`src/rtl/register_file_mp.sv`:
```
// Multi-port register file: two write ports (port 1 wins on collision), NR combinational
// read ports, optional write-to-read bypass, synchronous bulk clear and hardwired-zero entry 0.
module register_file_mp #(
    parameter int DW      = 8,
    parameter int AW      = 3,
    parameter int NR      = 2,
    parameter int BYPASS  = 0,
    parameter int ZERO_R0 = 1
) (
    input  logic             Clk,
    input  logic             rst_n,
    input  logic             clr,
    input  logic             wen0,
    input  logic [AW-1:0]    waddr0,
    input  logic [DW-1:0]    wdata0,
    input  logic             wen1,
    input  logic [AW-1:0]    waddr1,
    input  logic [DW-1:0]    wdata1,
    input  logic [NR*AW-1:0] raddr,
    output logic [NR*DW-1:0] rdata,
    output logic             wcollide
);

    localparam int DEPTH = 1 << AW;

    logic [DW-1:0] mem_reg [DEPTH];
    logic          wcollide_reg;
    logic          w0_live;
    logic          w1_live;
    logic          collide_next;

    // A write is live unless it targets the hardwired-zero entry.
    always_comb begin
        w0_live      = wen0 && !((ZERO_R0 != 0) && (waddr0 == '0));
        w1_live      = wen1 && !((ZERO_R0 != 0) && (waddr1 == '0));
        collide_next = !clr && w0_live && w1_live && (waddr0 == waddr1);
    end

    always_ff @(posedge Clk or negedge rst_n) begin
        if (!rst_n) begin
            for (int i = 0; i < DEPTH; i++) begin
                mem_reg[i] <= '0;
            end
            wcollide_reg <= 1'b0;
        end else begin
            wcollide_reg <= collide_next;
            if (clr) begin
                for (int i = 0; i < DEPTH; i++) begin
                    mem_reg[i] <= '0;
                end
            end else begin
                if (w0_live) begin
                    mem_reg[waddr0] <= wdata0;
                end
                // Issued after port 0 so port 1 overrides it on a shared address.
                if (w1_live) begin
                    mem_reg[waddr1] <= wdata1;
                end
            end
        end
    end

    assign wcollide = wcollide_reg;

    genvar gi;
    generate
        for (gi = 0; gi < NR; gi++) begin : g_rd
            logic [AW-1:0] rd_addr;
            logic [DW-1:0] rd_val;

            assign rd_addr = raddr[gi*AW +: AW];

            // Forwarding is disabled during reset and clear so those always read as zero/stored.
            always_comb begin
                rd_val = mem_reg[rd_addr];
                if ((BYPASS != 0) && rst_n && !clr) begin
                    if (wen1 && (waddr1 == rd_addr)) begin
                        rd_val = wdata1;
                    end else if (wen0 && (waddr0 == rd_addr)) begin
                        rd_val = wdata0;
                    end
                end
                if ((ZERO_R0 != 0) && (rd_addr == '0)) begin
                    rd_val = '0;
                end
            end

            assign rdata[gi*DW +: DW] = rd_val;
        end
    endgenerate

endmodule

```
`config.mk`:
```
export PLATFORM = sky130hd
export DESIGN_NAME = register_file_mp
export DESIGN_NICKNAME = d
export VERILOG_FILES = /design/src/rtl/register_file_mp.sv
export SDC_FILE = /design/constraint.sdc
export NUM_CORES = 1
export LEC_CHECK = 0
export CORE_MARGIN = 1
export CORE_UTILIZATION = 23
export CTS_CLUSTER_DIAMETER = 30
export DETAILED_ROUTE_END_ITERATION = 8
export PLACE_DENSITY = 0.46
export SLEW_MARGIN = 20
export SYNTH_ARGS = -nofsm -noshare
export SYNTH_HDL_FRONTEND = slang
export SYNTH_SLANG_ARGS = --single-unit
```
`constraint.sdc`:
```
create_clock -name Clk -period 1.84 [get_ports Clk]
set_input_delay 0.276 -clock Clk [delete_from_list [all_inputs] [get_ports Clk]]
set_output_delay 0.276 -clock Clk [all_outputs]
set_load 0.1 [all_outputs]
```
==> results.sh <==
export IMPL_setup_viol=10
export IMPL_power_frac_clock_pct=41.7
export IMPL_num_io_pins=50
export IMPL_synth_warning_count=0
export IMPL_first_global_vias=3937
export IMPL_clockRootBuffer="sky130_fd_sc_hd__clkbuf_16"
export IMPL_floorplan_die_area_um2=17300
export IMPL_post_route_min_period_ns=1.88
export IMPL_failed_checks="negative setup slack"
export IMPL_cp_end_kind="output port"
export IMPL_period_share_pct=102
export IMPL_final_fill_count=1571
export IMPL_utilization_of_the_core_after_routing_pct=37.9
export IMPL_largest_register_ffs=56
export IMPL_drc=0
export IMPL_cts_inserted_buffers=9
export IMPL_top_layer="met4"
export IMPL_synthesized_cell_area_um2=3850
export IMPL_routed_via_count=3862
export IMPL_antennaDiodeCount=0
export IMPL_drv_cap=0
export IMPL_fin_cells=733
export IMPL_timing_max_slew_rel_slack_pct=64.7
export IMPL_clkSlewWorstSetupHoldPaths_ns=0.05
export IMPL_grt_first_pass_wirelength_mm=23.7
export IMPL_total_power_mw=4.22
export IMPL_grt_setup_unrepaired="true"
export IMPL_seq_power_share_pct=32.3
export IMPL_p_sw_share_pct=30.0
export IMPL_internal_power_mw=2.96
export IMPL_grt_antenna_before_repair=0
export IMPL_worst_setup_path_start_kind="register"
export IMPL_detail_route_iter0_violations=281
export IMPL_syn_nets=444
export IMPL_nets=545
export IMPL_grt_max_degree=58
export IMPL_syn_inst=411
export IMPL_crit_fanout=3
export IMPL_slowest_stage="sky130_fd_sc_hd__dfrtp_1"
export IMPL_tritoncts_num_sinks=57
export IMPL_power_leakage_nw=2.42
export IMPL_critical_path_n_buffers_inverters=2
export IMPL_ir_drop_uv=327
export IMPL_path_class="register to output port"
export IMPL_crit_path_start="mem_reg[51]"
export IMPL_buffer_ports_inserted=49
export IMPL_floorplan_core_area_um2=16100
export IMPL_hold_class="input pin to async pin"
export IMPL_floorplan_die_height_um=131
export IMPL_viasPerCell=5.27
export IMPL_final_setup_worst_slack_ns=-0.0364
export IMPL_worst_path_largest_cell_delay_ns=0.40
export IMPL_drt_wl_total_mm=15.5
export IMPL_rows=46
export IMPL_gpl_final_weighted_congestion=0.816
export IMPL_post_route_cell_area_um2=6100
export IMPL_max_frequency_mhz=533
export IMPL_gr_usage_all_layers_pct=18.7
export IMPL_detailed_place_hpwl_mm=10.0
export IMPL_avgRoutedWirePerCell_um=21.1
export IMPL_h_tree_depth=3
export IMPL_placement_setup_worst_slack_ns=-0.387
export IMPL_clock_skew_final_ns=0
export IMPL_arrival_ns=1.60
export IMPL_post_dp_cell_area_um2=5450
export IMPL_place_inst=695
export IMPL_pwr_density_cell_nw_per_um2=692
export IMPL_worst_slew_pin_transition_ns=0.529
export IMPL_worstReg2RegStart="mem_reg[54]"
export IMPL_worst_skew_pair_late_latency_ns=0.33
export IMPL_postSynthRegisterBits=57
export IMPL_synthesis_area_per_instance_um2=9.37
export IMPL_path_delay_family="flip-flops"
export IMPL_cts_buffer_depth=2
export IMPL_proportion_of_layout_cells_with_a_drive_suffix_above_1_pct=38.5
export IMPL_setup_tns_final_ns=-0.183
export IMPL_final_antenna_net_count=0
export IMPL_met3RoutedLength_mm=1.08
export IMPL_starting_density_of_the_core_pct=23.9
export IMPL_p_comb_share_pct=26.0
export IMPL_synth_yosys_seq_area_share_pct=37.0
export IMPL_met2_length_mm=7.14
export IMPL_die_w_um=131
export IMPL_crit_path_cell_trace="mux2_4 -> a221oi_2 -> buf_4 -> a21oi_4 -> buf_12"
export IMPL_route_layer_met1_wl_mm=6.84
export IMPL_run_status="complete, but fails checks"
export IMPL_yosysUniqueCellTypes=31
export IMPL_finalHoldViolCount=0
export IMPL_worst_ep_required_time_ns=1.56
export IMPL_final_slew_violations=0
export IMPL_firstDrtPassIters=4
export IMPL_synth_to_layout_area_growth_pct=58.5
export IMPL_globalRouteOverflowTotal=0
export IMPL_tritoncts="yes"
export IMPL_power_net_switching_mw=1.26
export IMPL_hold_slack_ns=0.462
==> worst min-delay path, delay by kind of cell <==
kind | cells | cell delay [ns]
buf+inv | 3 | 0.91
==> layer usage <==
layer	GRT usage (%)	vias to the layer above
met1	25.3	1928
met4	8.59	0
met3	3.20	32
met5	0	-
met2	28.8	156
li1	-	1746
==> cell usage after synthesis <==
cell type                    n  area share [%]
sky130_fd_sc_hd__a211o_1     1            0.23
sky130_fd_sc_hd__a211oi_1   24             4.7
sky130_fd_sc_hd__a21oi_1     8             1.0
sky130_fd_sc_hd__a221oi_1    8             1.8
sky130_fd_sc_hd__a221oi_2    1            0.39
sky130_fd_sc_hd__a22oi_1     8             1.6
sky130_fd_sc_hd__a311oi_1   32             7.3
sky130_fd_sc_hd__and4_1      1            0.23
sky130_fd_sc_hd__and4b_1     3            0.78
sky130_fd_sc_hd__and4bb_2    3            0.97
sky130_fd_sc_hd__buf_1       4            0.39
sky130_fd_sc_hd__buf_2      17             2.2
sky130_fd_sc_hd__buf_4       3            0.58
sky130_fd_sc_hd__buf_6       1            0.29
sky130_fd_sc_hd__clkbuf_1   19             1.9
sky130_fd_sc_hd__dfrtp_1    57              37
sky130_fd_sc_hd__inv_1       8            0.78
sky130_fd_sc_hd__mux2_2     16             4.7
sky130_fd_sc_hd__mux2i_1    24             6.2
sky130_fd_sc_hd__mux4_2     16             9.4
sky130_fd_sc_hd__nand2_1    74             7.2
sky130_fd_sc_hd__nand3_1     1            0.13
sky130_fd_sc_hd__nand3b_1    1            0.20
sky130_fd_sc_hd__nand4_1     2            0.32
sky130_fd_sc_hd__nand4b_1    6             1.4
sky130_fd_sc_hd__nand4bb_1   3            0.88
sky130_fd_sc_hd__nor2_1     57             5.6
sky130_fd_sc_hd__nor2b_1     2            0.32
sky130_fd_sc_hd__o21ai_0     9             1.2
sky130_fd_sc_hd__or3b_1      1            0.23
sky130_fd_sc_hd__xnor2_1     1            0.23
==> layout by cell type, fill, tap and decap left out, drive strengths merged, types with 6 or more instances in the layout <==
master / count
mux4: 16
clkbuf: 14
o21ai: 9
dfrtp: 57
inv: 8
nand2: 74
nor2: 57
a21oi: 8
mux2: 16
buf: 105
a221oi: 9
clkdlybuf4s50: 26
a211oi: 24
mux2i: 24
nand4b: 6
a311oi: 32
a22oi: 8
==> what timing repair did <==
action / in CTS / in global routing
cloned: 3 / 0
buffers inserted: 14 / 4
endpoints found under the hold margin: 57 / 0
pin swaps: 3 / 7
endpoints found under the setup margin: 16 / 16
hold buffers: 1 / 0
resized for setup: 43 / 9
==> final cells by class <==
cell class / instances / area, um2 / share of cell area, %
sequential: 57 / 1430 / 23.4
inverter: 8 / 30.0 / 0.492
timing repair buffer: 134 / 1570 / 25.6
clock inverter: 2 / 35.0 / 0.574
tap: 216 / 270 / 4.43
multi-input combinational: 302 / 2500 / 41.0
clock buffer: 14 / 274 / 4.49
==> power groups by stage <==
stage / sequential (mW) / combinational, mW / clock, mW
floorplan: 1.36 / 0.539 / 0
global route: 1.37 / 1.15 / 1.86
global placement: 1.38 / 0.998 / 0
finish: 1.36 / 1.10 / 1.76
detailed placement: 1.38 / 1.01 / 0
CTS: 1.36 / 1.09 / 1.80
==> path summary, 6_finish.rpt <==
kind	end	slack [ns]	depth (start not counted)
worst max-delay path	rdata[11]	-0.04	5
worst min-delay path	wcollide	0.46	3
worst max register to register	mem_reg[54]	0.94	3
worst min register to register	mem_reg[15]	0.57	2
max in group asynchronous	mem_reg[49]	1.08	3
min in group Clk	mem_reg[42]	0.50	2
==> kinds of logic (layout without fill, tap and decap cells) <==
group,count (synthesis),after routing,synth area share [%]
AOI/OAI and AO/OA,91,91,18.2
buffers and inverters,52,158,6.11
DFF,57,57,37.0
and+or+nand+nor,154,154,18.2
xor gates and xnor gates,1,1,0.227
muxes,56,56,20.3
(Power assumes the default switching activity.)
